==> src/rtl/up_dn_counter_if.sv <==
// Bundle of the load/count request inputs and the count/flag outputs of
// up_dn_counter.
//   IN      : parallel load value
//   Load    : load request (highest priority below reset)
//   Up      : increment request
//   Down    : decrement request (beats Up)
//   Counter : current registered count
//   High    : Counter is at its maximum
//   Low     : Counter is zero
// The master modport drives the requests; the slave modport is the counter itself.
interface up_dn_counter_if #(
  parameter int unsigned WIDTH = 5
) ();
  logic [WIDTH-1:0] IN;
  logic             Load;
  logic             Up;
  logic             Down;
  logic [WIDTH-1:0] Counter;
  logic             High;
  logic             Low;

  modport master (
    output IN,
    output Load,
    output Up,
    output Down,
    input  Counter,
    input  High,
    input  Low
  );

  modport slave (
    input  IN,
    input  Load,
    input  Up,
    input  Down,
    output Counter,
    output High,
    output Low
  );
endinterface

==> src/rtl/up_dn_counter.sv <==
// Saturating up/down counter with parallel load and boundary flags.
//   clk : clock, all state changes on the rising edge
//   rst : synchronous active-high reset, clears the count
//   bus : slave side of up_dn_counter_if (IN/Load/Up/Down in, Counter/High/Low out)
// Priority per edge: rst, Load, Down, Up, hold. The count never wraps; a
// request that would cross a limit leaves the count at that limit.
module up_dn_counter #(
  parameter int unsigned WIDTH = 5
) (
  input  logic           clk,
  input  logic           rst,
  up_dn_counter_if.slave bus
);

  localparam logic [WIDTH-1:0] MaxCount = '1;
  localparam logic [WIDTH-1:0] CountOne = WIDTH'(1);

  logic [WIDTH-1:0] counter_d;
  logic [WIDTH-1:0] counter_q;
  logic             high;
  logic             low;

  // Flags decode the register only, so they move in the same cycle as Counter.
  assign high = (counter_q == MaxCount);
  assign low  = (counter_q == '0);

  // Saturation tests the current value, not the computed result.
  always_comb begin
    counter_d = counter_q;
    if (bus.Load) begin
      counter_d = bus.IN;
    end else if (bus.Down) begin
      if (!low) begin
        counter_d = counter_q - CountOne;
      end
    end else if (bus.Up) begin
      if (!high) begin
        counter_d = counter_q + CountOne;
      end
    end
  end

  always_ff @(posedge clk) begin
    if (rst) begin
      counter_q <= '0;
    end else begin
      counter_q <= counter_d;
    end
  end

  assign bus.Counter = counter_q;
  assign bus.High    = high;
  assign bus.Low     = low;

endmodule

==> src/flat_wrapper.sv <==
// flat-port wrapper written by rule: the top's interface ports become plain ports
module up_dn_counter_flat 
#(
  parameter int unsigned WIDTH = 5
)
  (clk, rst, bus_IN, bus_Load, bus_Up, bus_Down, bus_Counter, bus_High, bus_Low);
  up_dn_counter_if #(.WIDTH(WIDTH)) bus_i ();
  input  logic clk;
  input  logic rst;
  input wire logic [$bits(bus_i.IN)-1:0] bus_IN;
  input wire logic [$bits(bus_i.Load)-1:0] bus_Load;
  input wire logic [$bits(bus_i.Up)-1:0] bus_Up;
  input wire logic [$bits(bus_i.Down)-1:0] bus_Down;
  output wire logic [$bits(bus_i.Counter)-1:0] bus_Counter;
  output wire logic [$bits(bus_i.High)-1:0] bus_High;
  output wire logic [$bits(bus_i.Low)-1:0] bus_Low;
  assign bus_i.IN = bus_IN;
  assign bus_i.Load = bus_Load;
  assign bus_i.Up = bus_Up;
  assign bus_i.Down = bus_Down;
  assign bus_Counter = bus_i.Counter;
  assign bus_High = bus_i.High;
  assign bus_Low = bus_i.Low;
  up_dn_counter #(.WIDTH(WIDTH)) u_core (.clk(clk), .rst(rst), .bus(bus_i));
endmodule
==> config.mk <==
export PLATFORM = sky130hd
export DESIGN_NAME = up_dn_counter_flat
export DESIGN_NICKNAME = d
export VERILOG_FILES = /design/src/rtl/up_dn_counter_if.sv /design/src/rtl/up_dn_counter.sv /design/src/flat_wrapper.sv
export SDC_FILE = /design/constraint.sdc
export NUM_CORES = 1
export LEC_CHECK = 0
export ABC_AREA = 1
export CAP_MARGIN = 30
export CORE_AREA = 2 2 39 41
export DETAILED_ROUTE_END_ITERATION = 8
export DIE_AREA = 0 0 41 43
export GPL_TIMING_DRIVEN = 1
export PLACE_DENSITY_LB_ADDON = 0.25
export SETUP_SLACK_MARGIN = 0.4
export SYNTH_ARGS = -nofsm -noshare
export SYNTH_HDL_FRONTEND = slang
export SYNTH_SLANG_ARGS = --single-unit
==> constraint.sdc <==
create_clock -name clk -period 1.9 [get_ports clk]
set_clock_uncertainty 0.1 [all_clocks]
set_input_delay 0.38 -clock clk [delete_from_list [all_inputs] [get_ports clk]]
set_output_delay 0.38 -clock clk [all_outputs]
set_load 0.03 [all_outputs]
==> parameters.txt <==
Parameter                              Value

Placement
  Half-perimeter wire length after placement ... 915 um
  PortBufs ... 16
  Weighted congestion reported at the end of routability-driven placement ... approximately 0.82
  Cell area after placement ... 666 um2
  Worst setup slack before clock tree synthesis ... -0.161 ns

Synthesis
  Synth Cell Area ... 449 um2
  Fraction of the yosys area taken by sequential cells ... 0.223
  Dominant cells by area after synthesis ... dfxtp_1, nand2_1, nor2_1, ha_1, nand3_1
  Most used DFF post-synth ... dfxtp_1
  Flip-flop and latch count after synthesis ... 5
  Number of warning messages in the yosys log ... 0
  Cell type contributing the most total cell area after synthesis ... dfxtp_1
  Cells after Synth ... 68
  Portion of synthesized cell area occupied by the leading cell type ... 0.223
  EDFF count, synth ... 0
  Distinct cell type count after synthesis ... 18
  Share of async-settable or async-resettable flops after synthesis ... 0
  Synth Net Count ... ~80
  Avg Inst Size Synth ... around 6.6 um2

Timing
  Crit path setup slack, layout ... ~0.42 ns
  Max Freq ... around 670 MHz
  Final number of setup-violating endpoints ... 0
  Final critical path time including I/O delays and setup ... roughly 1.5 ns
  Hold Fails Final Rpt ... 0
  Max-slew violations ... 0
  Slew at the pin with the worst max-slew slack ... about 0.29 ns
  Unrepaired setup endpoints after global routing ... true
  Period Utilization, post-route ... 0.781
  Max-slew headroom ... 0.807

Drt
  DRC errors left ... 0
  Routed length per instance ... roughly 11 um
  Post-route antenna net violation count ... 0
  Number of iterations in the first detailed-routing pass ... 6
  WL final ... about 1200 um
  Number of DRC markers in iteration 0 ... 13
  Vias/cell ... a little under 5
  Via total after detailed routing ... between 500 and 600

Global route
  Global routing usage summed across all routing layers ... 0.155
  Largest net degree at the start of global routing ... 8
  Global-route wire length before repair ... about 1900 um
  Remaining global-route overflow ... 0
  Number of global-route vias before repair ... around 460
  Initial antenna violation count ... 0

Cells and area
  Final Instance Area ... about 730 um2
  Fill cell count ... approximately 150
  Count of nets after finishing ... 108
  Fraction of layout cells with a size suffix above 1 ... 0.409
  Flip-flop count of the largest register after layout ... 5
  Post-synthesis to final-layout area growth ... 62.1%
  Antenna cells ... 0
  Most common library cell in the layout ignoring fill and taps ... nand2_1
  Most used cells in the layout excluding fill and tap cells ... nand2_1, nor2_1, clkdlybuf4s50_1, inv_1

Floorplanning
  Die area ... between 0.0015 and 0.002 mm2
  Horizontal die dimension ... approximately 41 um
  Initial standard-cell utilization of the core ... 0.325
  Top-level I/O count ... 17
  DIE HEIGHT ... approximately 43 um
  Number of core rows ... 14
  Core region area ... roughly 0.0014 mm2

Setup path
  Req. time, crit path ... between 1 and 1.5 ns
  Kind of end point of the critical path ... primary output
  Data arrival at the endpoint of the critical path ... 1.00 ns
  Startpoint class of the critical path ... flip-flop
  Cell-by-cell trace of the critical path ... nand2_1 > nor2_2 > buf_6
  Critical path's slowest cell ... dfxtp_4
  Maximum fanout count along the critical path ... 7
  Largest incremental delay on the critical path ... approximately 0.39 ns
  Critical path type ... flip-flop to primary output

Job
  Total of max-cap violations ... 0

Clock network
  Worst-Skew Late Latency ... 0.24 ns
  # clock sinks ... 5
  Worst-case clock buffer depth ... 2
  CTS tree ... yes
  H-Tree Level Count ... 1
  Clock transition time at the flip-flop clock pins of the worst setup and hold paths ... roughly 0.040 ns
  Total CTS buffers ... 3
  Buffer type at the clock tree root ... clkbuf_4

Pwr
  Static leakage ... approximately 0.34 nW
  Power density relative to cell area ... ~700 mW/mm2
  Power, Total ... around 0.00052 W
  Worst voltage drop across the vdd grid ... between 0.0003 and 0.0004 V

Hold path
  Path class of the lowest-slack min-delay path ... flip-flop to flip-flop

Status
  Run status ... finished, final reports clean
-- path summary, 6_finish.rpt --
| path | startpoint | slack (ns) | cells after the start | end |
|---|---|---|---|---|
| max | u_core.bus.Counter[0] | 0.42 | 3 | bus_High |
| min | u_core.bus.Counter[2] | 0.50 | 2 | u_core.bus.Counter[2] |
| max reg2reg | u_core.bus.Counter[3] | 0.46 | 8 | u_core.bus.Counter[3] |
| min reg2reg | u_core.bus.Counter[2] | 0.50 | 2 | u_core.bus.Counter[2] |
-- cells by family after synthesis --
group,share of synthesized area
and+or+nand+nor,0.398
AOI/OAI and AO/OA,0.134
buffers and inverters,0.0780
DFF,0.223
adders and majority gates,0.128
xor gates and xnor gates,0.0390
-- worst max-delay path, delay by kind of cell (launching register included) --
family,cells,cell delay (ns)
buffers and inverters,1,0.14
AND/OR/NAND/NOR,2,0.23
flip-flops,1,0.39
-- report_power, final --
group | switching [W] | internal, W | total (W)
logic | 0.000133 | 0.000112 | 0.000246
clock network | 0.0000444 | 0.0000794 | 0.000124
registers | 0.0000276 | 0.000122 | 0.000150
-- Yosys cell counts (2+ instances only) --
master	n
a21oi_1	2
dfxtp_1	5
ha_1	3
inv_1	7
nand2_1	16
nand3_1	6
nor2_1	13
o21ai_0	6
-- final cells by class --
class / instances / area, um2 / area share
Timing Repair Buffer: 21 / 181 / 0.249
Clock buffer: 4 / 26.3 / 0.0361
Tap cell: 16 / 20.0 / 0.0275
Sequential cell: 5 / 111 / 0.153
Multi-Input combinational cell: 55 / 354 / 0.486
Inverter: 8 / 35.0 / 0.0481
-- layer usage --
metal / track usage / routed length [um]
met5: 0 / 0
met4: 0.0200 / 2
met1: 0.190 / 531
met3: 0.0471 / 89
met2: 0.259 / 614
-- through the flow --
step                      setup TNS (ns)  hold WS [ns]  std cells   util
after floorplan                        0         0.342         68      -
after global placement            -0.234         0.484        104  0.481
after detailed placement          -0.346         0.481        104  0.481
after CTS                              0         0.491        108  0.500
after global routing                   0         0.545        109  0.526
final                                  0         0.501        109  0.526
-- timing repair --
item | in CTS | in global routing
hold buffers | 0 | 0
setup endpoints to repair | 12 | 10
pin swaps | 0 | 5
setup buffers | 0 | 1
gates resized for setup | 26 | 22
No activity file was read; power rests on OpenSTA's default activity.
